--- src/rtl/instruction_packer.sv ---
// Packs decoded R/I/J/NOP field tuples into 32-bit MIPS words and writes them to consecutive
// instruction-memory addresses until HALT or full. Optional checksum: define INSTR_PACKER_CHECKSUM_EN.
module instruction_packer #(
  parameter int unsigned           NB_DATA      = 32,
  parameter int unsigned           NB_OP        = 6,
  parameter int unsigned           NB_FUNCT     = 6,
  parameter int unsigned           NB_INM       = 16,
  parameter int unsigned           NB_REG       = 5,
  parameter int unsigned           NB_DIRECTION = 26,
  parameter int unsigned           NB_ADDR      = 8,
  parameter logic [NB_OP-1:0]      HALT_OP      = 6'h3F
) (
  input  logic                    clock,
  input  logic                    reset,
  input  logic                    start,
  input  logic                    in_valid,
  output logic                    in_ready,
  input  logic [1:0]              fmt,
  input  logic [NB_OP-1:0]        operation,
  input  logic [NB_FUNCT-1:0]     funct,
  input  logic [NB_REG-1:0]       shamt,
  input  logic [NB_REG-1:0]       wire_A,
  input  logic [NB_REG-1:0]       wire_B,
  input  logic [NB_REG-1:0]       wire_dest,
  input  logic [NB_INM-1:0]       inmediate,
  input  logic [NB_DIRECTION-1:0] direction,
  output logic                    mem_we,
  output logic [NB_ADDR-1:0]      mem_addr,
  output logic [NB_DATA-1:0]      mem_data,
  output logic [NB_ADDR:0]        word_count,
  output logic                    done,
  output logic                    full,
  output logic [NB_DATA-1:0]      checksum
);

  typedef enum logic [1:0] {
    S_IDLE = 2'd0,
    S_LOAD = 2'd1,
    S_DONE = 2'd2
  } state_t;

  localparam logic [1:0]         FMT_R     = 2'd0;
  localparam logic [1:0]         FMT_I     = 2'd1;
  localparam logic [1:0]         FMT_J     = 2'd2;
  localparam logic [NB_ADDR-1:0] LAST_ADDR = {NB_ADDR{1'b1}};
  localparam logic [NB_ADDR-1:0] PTR_ONE   = {{(NB_ADDR-1){1'b0}}, 1'b1};
  localparam logic [NB_ADDR:0]   WC_ONE    = {{NB_ADDR{1'b0}}, 1'b1};

  function automatic logic [NB_DATA-1:0] pack_word(
    input logic [1:0]              f,
    input logic [NB_OP-1:0]        op,
    input logic [NB_REG-1:0]       rs,
    input logic [NB_REG-1:0]       rt,
    input logic [NB_REG-1:0]       rd,
    input logic [NB_REG-1:0]       sh,
    input logic [NB_FUNCT-1:0]     fn,
    input logic [NB_INM-1:0]       imm,
    input logic [NB_DIRECTION-1:0] dir
  );
    logic [NB_DATA-1:0] w;
    case (f)
      FMT_R:   w = {op, rs, rt, rd, sh, fn};
      FMT_I:   w = {op, rs, rt, imm};
      FMT_J:   w = {op, dir};
      default: w = {NB_DATA{1'b0}};
    endcase
    return w;
  endfunction

  state_t               state_q, state_d;
  logic [NB_ADDR-1:0]   ptr_q, ptr_d;
  logic                 in_ready_q, in_ready_d;
  logic                 mem_we_q, mem_we_d;
  logic [NB_ADDR-1:0]   mem_addr_q, mem_addr_d;
  logic [NB_DATA-1:0]   mem_data_q, mem_data_d;
  logic [NB_ADDR:0]     word_count_q, word_count_d;
  logic                 done_q, done_d;
  logic                 full_q, full_d;
  logic                 accept_s;
  logic                 halt_s;
  logic [NB_DATA-1:0]   word_s;

  assign word_s = pack_word(fmt, operation, wire_A, wire_B, wire_dest, shamt, funct,
                            inmediate, direction);
  // NOP never terminates, even when the opcode field happens to equal HALT_OP.
  assign halt_s = (operation == HALT_OP) && (fmt != 2'd3);

  always_comb begin
    state_d      = state_q;
    ptr_d        = ptr_q;
    mem_we_d     = 1'b0;
    mem_addr_d   = mem_addr_q;
    mem_data_d   = mem_data_q;
    word_count_d = word_count_q;
    done_d       = done_q;
    full_d       = full_q;
    accept_s     = 1'b0;
    if (start) begin
      // Start wins over any tuple presented in the same cycle.
      state_d      = S_LOAD;
      ptr_d        = {NB_ADDR{1'b0}};
      word_count_d = {(NB_ADDR+1){1'b0}};
      done_d       = 1'b0;
      full_d       = 1'b0;
    end else begin
      case (state_q)
        S_IDLE: state_d = S_IDLE;
        S_LOAD: begin
          if (in_valid) begin
            accept_s     = 1'b1;
            mem_we_d     = 1'b1;
            mem_addr_d   = ptr_q;
            mem_data_d   = word_s;
            ptr_d        = ptr_q + PTR_ONE;
            word_count_d = word_count_q + WC_ONE;
            if (ptr_q == LAST_ADDR) begin
              state_d = S_DONE;
              done_d  = 1'b1;
              full_d  = 1'b1;
            end else if (halt_s) begin
              state_d = S_DONE;
              done_d  = 1'b1;
            end else begin
              state_d = S_LOAD;
            end
          end else begin
            state_d = S_LOAD;
          end
        end
        S_DONE:  state_d = S_DONE;
        default: state_d = S_IDLE;
      endcase
    end
    in_ready_d = (state_d == S_LOAD);
  end

  always_ff @(posedge clock or negedge reset) begin
    if (!reset) begin
      state_q      <= S_IDLE;
      ptr_q        <= {NB_ADDR{1'b0}};
      in_ready_q   <= 1'b0;
      mem_we_q     <= 1'b0;
      mem_addr_q   <= {NB_ADDR{1'b0}};
      mem_data_q   <= {NB_DATA{1'b0}};
      word_count_q <= {(NB_ADDR+1){1'b0}};
      done_q       <= 1'b0;
      full_q       <= 1'b0;
    end else begin
      state_q      <= state_d;
      ptr_q        <= ptr_d;
      in_ready_q   <= in_ready_d;
      mem_we_q     <= mem_we_d;
      mem_addr_q   <= mem_addr_d;
      mem_data_q   <= mem_data_d;
      word_count_q <= word_count_d;
      done_q       <= done_d;
      full_q       <= full_d;
    end
  end

  assign in_ready   = in_ready_q;
  assign mem_we     = mem_we_q;
  assign mem_addr   = mem_addr_q;
  assign mem_data   = mem_data_q;
  assign word_count = word_count_q;
  assign done       = done_q;
  assign full       = full_q;

`ifdef INSTR_PACKER_CHECKSUM_EN
  logic [NB_DATA-1:0] checksum_q, checksum_d;

  always_comb begin
    checksum_d = checksum_q;
    if (start) begin
      checksum_d = {NB_DATA{1'b0}};
    end else if (accept_s) begin
      checksum_d = checksum_q ^ word_s;
    end else begin
      checksum_d = checksum_q;
    end
  end

  // Running XOR tracks mem_data, updating on the same edge as mem_we.
  always_ff @(posedge clock or negedge reset) begin
    if (!reset) begin
      checksum_q <= {NB_DATA{1'b0}};
    end else begin
      checksum_q <= checksum_d;
    end
  end

  assign checksum = checksum_q;
`else
  assign checksum = {NB_DATA{1'b0}};
`endif

endmodule

--- config.mk ---
export PLATFORM = sky130hd
export DESIGN_NAME = instruction_packer
export DESIGN_NICKNAME = d
export VERILOG_FILES = /design/src/rtl/instruction_packer.sv
export SDC_FILE = /design/constraint.sdc
export NUM_CORES = 1
export LEC_CHECK = 0
export BUFFER_PORTS_ARGS = -buffer_cell sky130_fd_sc_hd__buf_2
export CAP_MARGIN = 20
export CORE_UTILIZATION = 40
export CTS_CLUSTER_DIAMETER = 100
export DETAILED_ROUTE_END_ITERATION = 12
export GPL_TIMING_DRIVEN = 0
export MAX_ROUTING_LAYER = met4
export PLACE_DENSITY = 0.72
export SLEW_MARGIN = 20
export SYNTH_ARGS = -nofsm -noshare
export SYNTH_HDL_FRONTEND = slang
export SYNTH_SLANG_ARGS = --single-unit
export TNS_END_PERCENT = 20
--- constraint.sdc ---
create_clock -name clock -period 2.5 [get_ports clock]
set_input_delay 0.5 -clock clock [delete_from_list [all_inputs] [get_ports clock]]
set_output_delay 0.5 -clock clock [all_outputs]
set_load 0.02 [all_outputs]
==> PnR_summary.wiki <==
{| class="wikitable"
! Metric !! Value
|-
| Status || complete, no violations
|-
| Reg2reg setup slack || 730 ps
|-
| Number of levels the H-tree was split into || 3
|-
| Max-cap violations || 0
|-
| Crit end category || flip-flop
|-
| Maximum number of pins on one net before global-route repair || 64
|-
| Final design instance area without fill || 4280 sq um
|-
| Dominant combinational cell family by area after synthesis || simple AND/OR/NAND/NOR gates
|-
| Mux share of post-synthesis cell area || 8.01%
|-
| Ratio of final minimum period to clock period || 70.8%
|-
| Relative slew margins || 47.5%
|-
| Final RePlAce weighted congestion || 0.822
|-
| Compound-Gate Fraction of Synth Area || 10.3%
|-
| Maximum fanout along the worst path || 10
|-
| Nets@finish || 594
|-
| Count of port buffers added during placement || 130
|-
| CTS root buf || sky130_fd_sc_hd__clkbuf_8
|-
| Slew Limit Fails || 0
|-
| Mean instance size in the synthesized netlist || 9.52 sq um
|-
| XOR/XNOR share of the synthesized area || 3.27%
|-
| Share of the yosys chip area belonging to registers || 49.0%
|-
| Ant. Diodes || 0
|-
| Kind of start point of the critical path || flip-flop
|-
| Arrival @ worst endpoint || 1970 ps
|-
| Seq cells post-synth || 63
|-
| Clock Skews || 4.71 ps
|-
| Signed area change from the synthesized netlist to the final layout || 33.0%
|-
| Total via count in the routed design || 2831
|-
| Number of global-route vias before repair || 2793
|-
| Reg power frac || 46.7%
|-
| Count of synthesis-stage warnings from yosys || 0
|-
| Antenna Nets Post-Route || 0
|-
| Power density over the cells || 577 nW/um^2
|-
| Net Sw Frac || 30.1%
|-
| DP HPWL || 5.95 mm
|-
| Internal power || 1730 uW
|-
| Die span in x || 91.7 um
|-
| Maximum root-to-sink buffer count || 2
|-
| Post-CTS setup-driven buffer insertion count || 0
|-
| Actual slew at the worst max-slew pin || 788 ps
|-
| WL final || 7.78 mm
|-
| Met1 layer usage reported by global route || 24.5%
|-
| Vertical die dimension || 91.7 um
|-
| Worst R2R Start || state_q[1]
|-
| Standard-cell rows || 32
|-
| Worst ir drop on vdd || 0.278 mV
|-
| Unique cell type count in the Yosys netlist || 34
|-
| Critical register-to-register path endpoint || mem_data[17]
|-
| Vias per inst || 4.60
|-
| Portion of total power attributed to the clock network || 30.3%
|-
| Final setup violating endpoints || 0
|-
| FMAX || 0.565 GHz
|-
| Origin of the worst setup path || state_q[1]
|-
| Fraction of final layout cells sized beyond drive strength 1 || 38.4%
|-
| Shortest clock period the worst path allows after layout || 1770 ps
|-
| Per-cell routed wire length || 12.6 um
|-
| Critical Setup Path Class || flip-flop to flip-flop
|-
| Sum of negative setup slack || 0 ps
|-
| Combined global-route utilization of all metal layers || 20.3%
|-
| TritonCTS buffer count || 9
|-
| GR Util met3 || 3.40%
|-
| CTS resizes || 0
|-
| Sw Pwr || 743 uW
|-
| Global routing's busiest layer || met2
|-
| Fraction of power consumed by combinational cells || 22.9%
|-
| Number of DRC violations after detailed-routing iteration 0 || 73
|-
| Finished Core Util || 55.1%
|-
| Starting utilization of the core area || 41.4%
|-
| Post-Synth Adder-Cell Area || 1.56%
|-
| Worst-case reg-to-reg path depth || 8
|-
| Detailed Routing Iterations Pass 1 || 4
|-
| TritonCTS clock tree || built
|-
| Post-Synthesis Cells || 338
|-
| Area after detailed placement || 4120 sq um
|-
| Residual DRC count || 0
|-
| # hold bufs at CTS || 0
|-
| Met2 global-route usage || 34.0%
|-
| Required time reported for the critical path endpoint || 2700 ps
|-
| Overall die area || 8410 sq um
|-
| Clock input transition at the sequential cells of the worst setup and hold paths || 60 ps
|-
| Congestion Overflow GR || 0
|-
| Worst setup path endpoint || mem_data[17]
|-
| Simple-gate area share of the yosys netlist || 16.3%
|-
| Final Hold Viols || 0
|-
| Post-synth design cell area || 3220 sq um
|-
| Worst Hold Class || primary input to asynchronous set/reset pin
|-
| Leakage power || 0.00231 uW
|-
| Count of pins on the block boundary || 165
|-
| First-pass GRT wire length || 13.1 mm
|-
| Antenna violations before repair || 0
|-
| Clock insertion delay at the later pin of the skew report || 320 ps
|-
| Core Footprint || 7770 sq um
|-
| Layout fillers || 748
|-
| Sink count of the clock tree || 63
|-
| Setup repair after global routing missed its margin || no
|}
[power by group through the flow]
stage | logic [uW] | clock network [uW] | registers [uW]
after floorplan | 244 | 0 | 1280
after global placement | 559 | 0 | 1170
after detailed placement | 570 | 0 | 1170
after CTS | 571 | 775 | 1150
after global routing | 623 | 826 | 1170
final | 567 | 749 | 1150
[flip-flops by register name, summed over array words and instances, names as in the netlist]
signal      count
state_q         2
in_ready        1
word_count      9
mem_data       32
ptr_q           8
done            1
full            1
mem_we          1
mem_addr        8
[cells in the mapped netlist, drive strengths merged]
cell	n	area share, %
a221oi	10	2.7
mux2	8	3.0
dfrtp	63	49
nor3b	1	0.23
a21o	1	0.23
clkinv	1	0.12
conb	1	0.12
xor2	6	1.6
nor3	2	0.31
nor4	1	0.19
inv	7	0.82
nand2b	2	0.62
buf	42	9.7
nand2	39	4.6
nor2	52	6.1
ha	4	1.6
a211oi	1	0.23
and2	1	0.27
clkbuf	7	0.82
nand3	10	1.6
nand4	8	1.6
xnor2	6	1.6
and3	1	0.19
a21oi	23	3.6
mux2i	16	5.0
or3	3	0.58
o21ai	21	3.3
a31o	1	0.27
[metal layers]
metal  share of wire (%)  vias up  wire length (um)
met1                  44     1315              3420
met5                   0        -                 0
met4                 1.9        0               147
li1                    -     1418                 -
met3                 5.0       13               389
met2                  49       85              3820
[worst max-delay path: stages (launching register included)]
cell and delay, ps:
sky130_fd_sc_hd__dfrtp_1 380, sky130_fd_sc_hd__inv_1 60, sky130_fd_sc_hd__ha_1 280, sky130_fd_sc_hd__and2_4 230, sky130_fd_sc_hd__nand2b_4 70, sky130_fd_sc_hd__buf_6 150, sky130_fd_sc_hd__buf_6 140, sky130_fd_sc_hd__a221oi_1 260
sky130_fd_sc_hd__nor2_1 70
[area by class of cell]
class                   instances  area [sq um]  share of cell area (%)
flip-flops and latches         63          1580                    36.8
multi-input cells             249          1390                    32.5
repair buffers                130           653                    15.3
plain buffers                  49           339                    7.92
clock buffers                  13           159                    3.71
well taps                     102           128                    2.98
inverters                       8          30.0                   0.702
clock inverters                 1          5.00                   0.117
[metrics by stage]
stage	hold slack [ps]	power [uW]	worst slack, ps	cells
6_report	257	2470	731	615
4_1_cts	283	2500	702	615
5_1_grt	319	2610	567	615
2_1_floorplan	204	1520	947	369
3_5_place_dp	455	1740	706	601
3_3_place_gp	448	1730	724	601
[layout by cell type, fill, tap and decap left out, drive strengths merged, types with 7 or more instances in the layout]
cell    Yosys  layout
nor2       52      52
inv         7       7
a21oi      23      23
dfrtp      63      63
nand3      10      10
buf        42     172
mux2i      16      16
clkbuf      7      20
conb        1      32
nand2      39      39
o21ai      21      21
nand4       8       8
mux2        8       8
a221oi     10      10
[kinds of logic (layout without fill, tap and decap cells)]
logic type	count (synthesis)	in the layout
other	1	32
flip-flops	63	63
buffers and inverters	57	201
adder cells (fa/ha/maj)	4	4
AND/OR/NAND/NOR	120	120
XOR/XNOR	12	12
AO/OA/AOI/OAI	57	57
multiplexers	24	24
[worst min-delay path by stage]
| stage | endpoint | depth (start not counted) | start | slack (ps) |
|---|---|---|---|---|
| 6_report | mem_data[17] | 1 | reset | 260 |
| 5_1_grt | mem_data[17] | 1 | reset | 320 |
| 4_1_cts | mem_data[22] | 1 | reset | 280 |
| 3_5_place_dp | mem_data[29] | 2 | mem_data[29] | 450 |
| 3_3_place_gp | mem_data[28] | 2 | mem_data[28] | 450 |
| 2_1_floorplan | done | 0 | reset | 200 |
Note: power is estimated with default switching activity, not from simulation.
